`config.mk`:
```
export PLATFORM = sky130hd
export DESIGN_NAME = inst_fetch_queue
export DESIGN_NICKNAME = d
export VERILOG_FILES = /design/src/rtl/ifq_pkg.sv /design/src/rtl/ifq_fifo.sv /design/src/rtl/inst_fetch_queue.sv
export SDC_FILE = /design/constraint.sdc
export NUM_CORES = 1
export LEC_CHECK = 0
export ABC_AREA = 1
export CAP_MARGIN = 20
export CORE_ASPECT_RATIO = 0.9
export CORE_MARGIN = 4
export CORE_UTILIZATION = 45
export CTS_CLUSTER_DIAMETER = 80
export DETAILED_ROUTE_END_ITERATION = 8
export GPL_ROUTABILITY_DRIVEN = 0
export HOLD_SLACK_MARGIN = 0.06
export PLACE_DENSITY_LB_ADDON = 0.08
export SYNTH_ARGS = -nofsm -noshare
export SYNTH_HDL_FRONTEND = slang
export SYNTH_HIERARCHICAL = 1
export SYNTH_SLANG_ARGS = --single-unit
```
`constraint.sdc`:
```
create_clock -name clk -period 13.5 [get_ports clk]
set_input_delay 2.025 -clock clk [delete_from_list [all_inputs] [get_ports clk]]
set_output_delay 2.025 -clock clk [all_outputs]
set_load 0.02 [all_outputs]
```
`src/rtl/ifq_pkg.sv`:
```
// Shared types and defaults for the instruction fetch queue.
package ifq_pkg;

  localparam int unsigned IFQ_DEPTH     = 4;
  localparam int unsigned IFQ_MAX_OUTST = 2;
  localparam logic [31:0] IFQ_RESET_PC  = 32'h0000_0000;
  localparam logic [31:0] PC_STEP       = 32'd4;

  typedef struct packed {
    logic [31:0] pc;
    logic [31:0] inst;
    logic        illegal;
  } ifq_entry_t;

  // Anything whose low two bits are not 2'b11 is a 16-bit or reserved encoding.
  function automatic logic is_not_rv32(input logic [31:0] word);
    return word[1:0] != 2'b11;
  endfunction

endpackage

```
`src/rtl/ifq_fifo.sv`:
```
// Synchronous FIFO of fetched entries with clear; flag storage only when
// IFQ_ILLEGAL_CHK_EN is defined.
module ifq_fifo
  import ifq_pkg::*;
#(
  parameter int unsigned DEPTH = IFQ_DEPTH
) (
  input  logic                   clk,
  input  logic                   rst_n,
  input  logic                   push_i,
  input  ifq_entry_t             push_data_i,
  input  logic                   pop_i,
  input  logic                   clear_i,
  output ifq_entry_t             head_o,
  output logic                   empty_o,
  output logic                   full_o,
  output logic [$clog2(DEPTH):0] count_o
);

  localparam int unsigned AW = $clog2(DEPTH);
  localparam int unsigned CW = AW + 1;

  logic [AW-1:0] wr_ptr_q, wr_ptr_d;
  logic [AW-1:0] rd_ptr_q, rd_ptr_d;
  logic [CW-1:0] count_q, count_d;
  logic          do_push, do_pop;

  assign empty_o = (count_q == '0);
  assign full_o  = (count_q == CW'(DEPTH));
  assign count_o = count_q;
  assign do_push = push_i && !clear_i;
  assign do_pop  = pop_i && !empty_o && !clear_i;

  // NOTE: every signal gets its default first so always_comb cannot infer a latch.
  always_comb begin
    wr_ptr_d = wr_ptr_q;
    rd_ptr_d = rd_ptr_q;
    count_d  = count_q;
    if (clear_i) begin
      wr_ptr_d = '0;
      rd_ptr_d = '0;
      count_d  = '0;
    end else begin
      if (do_push) wr_ptr_d = wr_ptr_q + AW'(1);
      if (do_pop)  rd_ptr_d = rd_ptr_q + AW'(1);
      case ({do_push, do_pop})
        2'b10:   count_d = count_q + CW'(1);
        2'b01:   count_d = count_q - CW'(1);
        default: count_d = count_q;
      endcase
    end
  end

  // NOTE: non-blocking assignments make all registers sample pre-edge values.
  always_ff @(posedge clk or negedge rst_n) begin
    if (!rst_n) begin
      wr_ptr_q <= '0;
      rd_ptr_q <= '0;
      count_q  <= '0;
    end else begin
      wr_ptr_q <= wr_ptr_d;
      rd_ptr_q <= rd_ptr_d;
      count_q  <= count_d;
    end
  end

`ifdef IFQ_ILLEGAL_CHK_EN
  ifq_entry_t mem_q [DEPTH];

  // NOTE: the storage array is not reset; count and pointers alone define which slots are valid.
  always_ff @(posedge clk) begin
    if (do_push) mem_q[wr_ptr_q] <= push_data_i;
  end

  assign head_o = mem_q[rd_ptr_q];
`else
  logic [63:0] mem_q [DEPTH];
  logic        unused_illegal;

  always_ff @(posedge clk) begin
    if (do_push) mem_q[wr_ptr_q] <= {push_data_i.pc, push_data_i.inst};
  end

  assign unused_illegal = push_data_i.illegal;
  assign head_o.pc      = mem_q[rd_ptr_q][63:32];
  assign head_o.inst    = mem_q[rd_ptr_q][31:0];
  assign head_o.illegal = 1'b0;
`endif

  // Space is reserved at issue time, so a push into a full FIFO is a protocol error.
  overflow_a : assert property (@(posedge clk) disable iff (!rst_n)
    !(do_push && full_o && !do_pop));

endmodule

```
`src/rtl/inst_fetch_queue.sv`:
```
// Instruction fetch front end: sequential IM requests, in-flight tracking,
// redirect flush. Define IFQ_ILLEGAL_CHK_EN to flag non-32-bit encodings.
module inst_fetch_queue
  import ifq_pkg::*;
#(
  parameter int unsigned DEPTH     = IFQ_DEPTH,
  parameter int unsigned MAX_OUTST = IFQ_MAX_OUTST,
  parameter logic [31:0] RESET_PC  = IFQ_RESET_PC
) (
  input  logic        clk,
  input  logic        rst_n,
  output logic        im_req_valid_o,
  output logic [31:0] im_req_addr_o,
  input  logic        im_req_ready_i,
  input  logic        im_resp_valid_i,
  input  logic [31:0] im_resp_data_i,
  input  logic        redirect_valid_i,
  input  logic [31:0] redirect_pc_i,
  output logic        if_out_valid_o,
  output logic [31:0] if_out_inst_o,
  output logic [31:0] if_out_pc_o,
  output logic        if_out_illegal_o,
  input  logic        id_in_ready_i
);

  localparam int unsigned CW = $clog2(DEPTH) + 1;
  localparam logic [CW:0]   DEPTH_L = (CW + 1)'(DEPTH);
  localparam logic [CW-1:0] MAX_L   = CW'(MAX_OUTST);

  logic [31:0]   fetch_pc_q, fetch_pc_d;
  logic [31:0]   resp_pc_q, resp_pc_d;
  logic [CW-1:0] outst_q, outst_d;
  logic [CW-1:0] kill_q, kill_d;
  logic          started_q;

  logic [CW-1:0] fifo_count;
  logic          fifo_empty, fifo_full;
  ifq_entry_t    head, push_entry;
  logic          has_space, req_fire, resp_drop, push, pop;
  logic [31:0]   redirect_pc_aligned;
  logic          unused_fifo_full;

  assign redirect_pc_aligned = redirect_pc_i & ~32'h3;
  assign has_space = ({1'b0, fifo_count} + {1'b0, outst_q}) < DEPTH_L;

  // started_q keeps requests off until the first cycle after reset release.
  assign im_req_valid_o = started_q && !redirect_valid_i && has_space && (outst_q < MAX_L);
  assign im_req_addr_o  = fetch_pc_q;
  assign req_fire       = im_req_valid_o && im_req_ready_i;

  assign resp_drop = (kill_q != '0);
  assign push      = im_resp_valid_i && !resp_drop && !redirect_valid_i;
  assign pop       = if_out_valid_o && id_in_ready_i;

  assign push_entry.pc   = resp_pc_q;
  assign push_entry.inst = im_resp_data_i;
`ifdef IFQ_ILLEGAL_CHK_EN
  assign push_entry.illegal = is_not_rv32(im_resp_data_i);
`else
  assign push_entry.illegal = 1'b0;
`endif

  always_comb begin
    fetch_pc_d = fetch_pc_q;
    resp_pc_d  = resp_pc_q;
    outst_d    = outst_q;
    kill_d     = kill_q;

    if (req_fire && !im_resp_valid_i) begin
      outst_d = outst_q + CW'(1);
    end else if (!req_fire && im_resp_valid_i && outst_q != '0) begin
      outst_d = outst_q - CW'(1);
    end

    if (redirect_valid_i) begin
      // A response landing in the redirect cycle is itself dropped, so it leaves the kill count.
      kill_d     = (im_resp_valid_i && outst_q != '0) ? outst_q - CW'(1) : outst_q;
      fetch_pc_d = redirect_pc_aligned;
      resp_pc_d  = redirect_pc_aligned;
    end else begin
      if (im_resp_valid_i && resp_drop) kill_d     = kill_q - CW'(1);
      if (req_fire)                     fetch_pc_d = fetch_pc_q + PC_STEP;
      if (push)                         resp_pc_d  = resp_pc_q + PC_STEP;
    end
  end

  always_ff @(posedge clk or negedge rst_n) begin
    if (!rst_n) begin
      fetch_pc_q <= RESET_PC;
      resp_pc_q  <= RESET_PC;
      outst_q    <= '0;
      kill_q     <= '0;
      started_q  <= 1'b0;
    end else begin
      fetch_pc_q <= fetch_pc_d;
      resp_pc_q  <= resp_pc_d;
      outst_q    <= outst_d;
      kill_q     <= kill_d;
      started_q  <= 1'b1;
    end
  end

  ifq_fifo #(.DEPTH(DEPTH)) u_fifo (
    .clk         (clk),
    .rst_n       (rst_n),
    .push_i      (push),
    .push_data_i (push_entry),
    .pop_i       (pop),
    .clear_i     (redirect_valid_i),
    .head_o      (head),
    .empty_o     (fifo_empty),
    .full_o      (fifo_full),
    .count_o     (fifo_count)
  );

  assign unused_fifo_full = fifo_full;

  // Head fields are zeroed when empty so decode never sees stale storage.
  assign if_out_valid_o = !fifo_empty;
  assign if_out_inst_o  = fifo_empty ? 32'h0 : head.inst;
  assign if_out_pc_o    = fifo_empty ? 32'h0 : head.pc;
`ifdef IFQ_ILLEGAL_CHK_EN
  assign if_out_illegal_o = !fifo_empty && head.illegal;
`else
  logic unused_head_illegal;
  assign unused_head_illegal = head.illegal;
  assign if_out_illegal_o    = 1'b0;
`endif

endmodule

```
==> metrics.txt, run 1 <==
multi-input logic area 4772 um2; Min-Delay Path Class reg -> reg; post-layout net count 1782; CTS hold repair buffers 0; count of final max-slew check failures 0; R2R cell count 10; clk_skew 0.01660 ns; pre-CTS setup slack 7.389 ns; Worst setup EP type output port; CTS H-tree lvls 2; latest clock arrival within the worst-skew pair 0.53 ns; sequence of cells on the critical path buf_2, inv_2, nand4_1, nor2_2, clkdlybuf4s50_1; register share of total power 0.478; Area growth, synth to finish 20.69%; Max-Cap Viols 0; FF-to-FF Start kill_q[0]; Syn Area/Cell 9.861 um2; Logic pwr share 0.150; setup tns final 0 ns; register area 9544 um2; antenna viol nets, final 0; f_max 165.3 MHz; Die ar. 36750 um2; VDD IR max 0.00009355 V; Detailed Place HPWL roughly 22000 um; clock network power share 0.372; Worst Path Required 11.48 ns; Int Pwr 0.001872 W; Slew headroom 0.2910; Initial DRT Pass Iterations 5; Levels on crit path 5; total power 0.002576 W; Vias 11081; die height 182.3 um; worst setup margin 7.451 ns; largest net degree at the start of global routing just over 80; WL per Instance 16.97 um; outcome finished clean; Setup Fix Bufs, Post-CTS 0; CTS max path bufs 3; r2r setup slk ~10 ns; vias in the first global route 10550; Crit Path Category in -> out; DRC Markers 0; net switching power 0.0007044 W; synth warn 6; Finished Core Util 0.5536; hold_ws 0.5625 ns; Clock Sink Count 330; RSZ-0062 raised after global routing no; WL final 36470 um; first-pass GRT wire length between 50000 and 60000 um; Filler cells approximately 3000; initial antenna violation count 0; initial drt markers 605; synthesized area between 15000 and 20000 um2; Static Leak 7.105 nW; Crit path arrival time 4.02 ns; cells after synthesis 1540; all-layer global routing usage 0.1964; CP startpoint redirect_valid_i; Worst-path clk slew 0.05 ns; Worst Tran Pin Value ~1.1 ns; Core ar. 33110 um2; Final Setup Violations 0; CTS tree built; Diodes inserted 0; GRT overflow 0; slowest CP cell buf_2; CP Launch Type primary input; vias per cell 5.156; boundary pin count 169; Worst path top cell family by delay buffers and inverters; Rows 63; Clk Tree Root Cell clkbuf_16; FF-to-FF End u_fifo/mem_q[3][41]; Die X 201.6 um; # port buffers between 150 and 200; critical path's largest stage delay 0.65 ns; Final Hold Viols 0; share of cells above drive strength 1 0.06138; Worst Path Buf+Inv 3; PD cells 140.6 nW/um2; post-route clock period utilization 0.4481; CTS resizes 0; min Tclk post-route slightly above 6 ns; crit-path max FO 47; CTS Buf Count 37; crit path capture im_req_valid_o; Initial Util 0.4587; Sw Ratio 0.2734
[final cells by class]
cell class / count / area share
Sequential cell: 330 / 0.5208
Multi-Input combinational cell: 1001 / 0.2604
Timing Repair Buffer: 175 / 0.09462
Clock buffer: 46 / 0.05516
Inverter: 153 / 0.03140
Tap cell: 422 / 0.02881
Clock inverter: 22 / 0.008875
[state kept, by name, indices dropped and copies added, names as in the netlist]
name             flops
im_req_addr_o       30
started_q            1
kill_q               3
u_fifo/wr_ptr_q      2
u_fifo/mem_q       256
outst_q              3
u_fifo/rd_ptr_q      2
u_fifo/count_o       3
resp_pc_q           30
[layout by cell type, fill, tap and decap left out, types with 11 or more instances in the layout]
cell             instances
a21oi_1                 11
buf_4                   12
clkbuf_16               38
clkdlybuf4s50_1        161
conb_1                  12
dfrtp_1                 72
edfxtp_1               256
ha_1                    13
inv_1                  144
nand2_1                295
nand3_1                 67
nor2_1                 291
o211ai_1                11
o21ai_0                114
o21ai_1                 37
o22ai_1                 60
xor2_1                  23
[power by group through the flow]
stage / sequential [W] / combinational (W) / clock (W)
after floorplan: 0.00124 / 0.000232 / 0
after global placement: 0.00125 / 0.000384 / 0
after detailed placement: 0.00125 / 0.000388 / 0
after CTS: 0.00123 / 0.000391 / 0.000983
after global routing: 0.00124 / 0.000433 / 0.00103
final: 0.00123 / 0.000386 / 0.000958
[per-stage QoR]
| step | instances | area [um2] |
|---|---|---|
| floorplan | 1550 | 15220 |
| global placement | 2080 | 17130 |
| detailed placement | 2080 | 17130 |
| CTS | 2148 | 18300 |
| global route | 2149 | 18330 |
| finish | 2149 | 18330 |
[worst min-delay path by stage]
| stage | from | end | slack [ns] | cells after the start |
|---|---|---|---|---|
| final | u_fifo/count_o[2] | u_fifo/count_o[2] | 0.56 | 2 |
| after CTS | u_fifo/count_o[2] | u_fifo/count_o[2] | 0.57 | 2 |
| after detailed placement | u_fifo/count_o[2] | u_fifo/count_o[2] | 0.56 | 2 |
| after global routing | resp_pc_q[31] | u_fifo/mem_q[0][63] | 0.58 | 0 |
| after floorplan | resp_pc_q[31] | u_fifo/mem_q[0][63] | 0.48 | 0 |
| after global placement | u_fifo/count_o[2] | u_fifo/count_o[2] | 0.55 | 2 |
[layer usage]
layer / GRT usage / share of wire
met1: 0.2886 / 0.48
met2: 0.3138 / 0.46
met3: 0.02950 / 0.055
met4: 0.04155 / 0.013
met5: 0 / 0
[worst min-delay path: cells and delay by family, from the launching register on]
family           cells  cell delay [ns]
flip-flops           1             0.41
AND/OR/NAND/NOR      2             0.13
(Power assumes the default switching activity.)
==> run 2, diff against run 1 <==
==> constraint.sdc (replaced) <==
create_clock -name clk -period 6 [get_ports clk]
set_input_delay 0.9 -clock clk [delete_from_list [all_inputs] [get_ports clk]]
set_output_delay 0.9 -clock clk [all_outputs]
set_load 0.02 [all_outputs]
==> metrics.txt, run 2 (synthesis results as in run 1) <==
outcome finished clean (unchanged); Final Setup Violations 0 (unchanged); Crit Path Category reg -> out (was in -> out); pre-CTS setup slack 2.033 ns (was 7.389 ns); WL final 36540 um (was 36470 um); CTS tree built (unchanged); Worst-path clk slew 0.06 ns (was 0.05 ns); crit-path max FO 66 (was 47); r2r setup slk 2.84 ns (was 10.49 ns); worst setup margin 1.724 ns (was 7.451 ns); PD cells 317.4 nW/um2 (was 140.6 nW/um2); Static Leak 7.116 nW (was 7.105 nW); Max-Cap Viols 0 (unchanged); Final Hold Viols 0 (unchanged); CTS H-tree lvls 2 (unchanged); Worst setup EP type output port (unchanged); Worst path top cell family by delay buffers and inverters (unchanged); Logic pwr share 0.149 (was 0.150); net switching power 0.001577 W (was 0.0007044 W); register name with the most flops u_fifo/mem_q (unchanged); DRC Markers 0 (unchanged); post-route clock period utilization 0.7126; share of cells above drive strength 1 0.06366 (was 0.06138); WL per Instance 17.00 um (was 16.97 um); f_max 233.9 MHz; setup tns final 0 ns (unchanged); Crit path arrival time 3.38 ns (was 4.02 ns); Min-Delay Path Class in -> async (was reg -> reg); placed cells 2084 (was 2080); Die ar. 36750 um2 (unchanged); count of final max-slew check failures 0 (unchanged); fin cells 2150 (was 2149); Clk Tree Root Cell clkbuf_16 (unchanged); R2R cell count 10 (unchanged); Worst Path Buf+Inv 3 (unchanged); Detailed Place HPWL 22760 um (was 21940 um); slowest CP cell dfrtp_4 (was buf_2); latest clock arrival within the worst-skew pair 0.52 ns (was 0.53 ns); Rows 63 (unchanged); commonest non-fill, non-tap cell in the layout nand2_1 (unchanged); initial drt markers 697 (was 605); all-layer global routing usage 0.1976 (was 0.1964); CTS resizes 0 (unchanged); most frequent cells in the layout 295 x nand2_1, 291 x nor2_1, 256 x edfxtp_1, 161 x clkdlybuf4s50_1, 144 x inv_1 (unchanged); boundary pin count 169 (unchanged); die height 182.3 um (unchanged); # port buffers 163 (unchanged); CTS hold repair buffers 0 (unchanged); largest net degree at the start of global routing 75 (was 81); first-pass GRT wire length 58950 um (was 58440 um); Initial Util 0.4587 (unchanged); initial antenna violation count 0 (unchanged); Slew headroom 0.3255 (was 0.2910); antenna viol nets, final 0 (unchanged); Core ar. 33110 um2 (unchanged); Worst Path Required 5.10 ns (was 11.48 ns); vias in the first global route 10882 (was 10550); VDD IR max 0.0001645 V (was 0.00009355 V); CTS Buf Count 36 (was 37); register share of total power 0.476 (was 0.478); post-layout net count 1785 (was 1782); FF-to-FF Start kill_q[0] (unchanged); Vias 11027 (was 11081); clk_skew 0.02204 ns (was 0.01660 ns); vias per cell 5.129 (was 5.156); Area growth, synth to finish 20.98% (was 20.69%); RSZ-0062 raised after global routing no (unchanged); CTS max path bufs 3 (unchanged); min Tclk post-route 4.276 ns; Worst Tran Pin Value 1.012 ns (was 1.064 ns); critical path's largest stage delay 0.86 ns (was 0.65 ns); Setup Fix Bufs, Post-CTS 0 (unchanged); GRT overflow 0 (unchanged); Diodes inserted 0 (unchanged); CP Launch Type flip-flop (was primary input); Int Pwr 0.004255 W (was 0.001872 W); Initial DRT Pass Iterations 5 (unchanged); Sw Ratio 0.2704 (was 0.2734); sequence of cells on the critical path buf_4, o21ai_0, o22ai_1, inv_1, nor2_1, clkdlybuf4s50_1 (was buf_2, inv_2, nand4_1, nor2_2, clkdlybuf4s50_1); Die X 201.6 um (unchanged); FF-to-FF End u_fifo/mem_q[1][41] (was u_fifo/mem_q[3][41]); Clock Sink Count 330 (unchanged); Largest register FFs 256 (unchanged); clock network power share 0.375 (was 0.372)
==> run 2: cell count changes in the layout (fill, tap and decap cells not counted), sizes merged <==
cell / before / now
clkinvlp: 1 / 4
buf: 14 / 18
bufinv: 1 / 4
inv: 153 / 154
clkbuf: 46 / 40
clkinv: 20 / 16
==> run 2: through the flow <==
step / utilization / hold slack, ns / power (W) / area, um2
detailed placement: 0.5186 / 0.5616 / 0.003692 / 17170
floorplan: - / 0.4760 / 0.003306 / 15220
CTS: 0.5541 / 0.5822 / 0.005903 / 18340
finish: 0.5549 / 0.2148 / 0.005832 / 18370
global route: 0.5549 / 0.1980 / 0.006126 / 18370
global placement: 0.5186 / 0.5570 / 0.003679 / 17170
==> run 2: layer usage <==
metal | GRT usage | share of wire
met5 | 0 | 0
met3 | 0.02896 | 0.044
met2 | 0.3187 | 0.46
met4 | 0.04975 | 0.019
met1 | 0.2849 | 0.48
==> run 2: final cells by class <==
cell class / instances / area (um2)
multi-input cells: 1001 / 4772
clock inverters: 25 / 249.0
repair buffers: 179 / 1777
inverters: 153 / 575.6
flip-flops and latches: 330 / 9544
well taps: 422 / 528.0
fillers: 2966 / 14740
clock buffers: 40 / 925.9
==> run 2: worst max-delay path by stage <==
stage	slack [ns]	to	start	cells past startpoint
floorplan	1.05	u_fifo/mem_q[0][0]	im_resp_valid_i	8
global placement	2.09	u_fifo/mem_q[1][31]	im_resp_valid_i	9
detailed placement	2.03	u_fifo/mem_q[1][31]	im_resp_valid_i	9
CTS	1.68	if_out_pc_o[21]	u_fifo/rd_ptr_q[0]	6
global route	1.51	if_out_pc_o[20]	u_fifo/rd_ptr_q[0]	6
finish	1.72	if_out_pc_o[21]	u_fifo/rd_ptr_q[0]	6
==> run 2: worst register-to-register path, delay by kind of cell (launching register included) <==
family / cells / cell delay, ns
DFF: 1 / 0.37
and+or+nand+nor: 4 / 1.10
buffers and inverters: 5 / 1.17
adders and majority gates: 1 / 0.17
==> run 2: power groups by stage <==
stage	registers, W	logic [W]	clock network [W]
final	0.00277	0.000869	0.00219
after global routing	0.00279	0.000977	0.00235
after CTS	0.00277	0.000878	0.00225
after detailed placement	0.00282	0.000874	0
after global placement	0.00282	0.000864	0
after floorplan	0.00278	0.000522	0
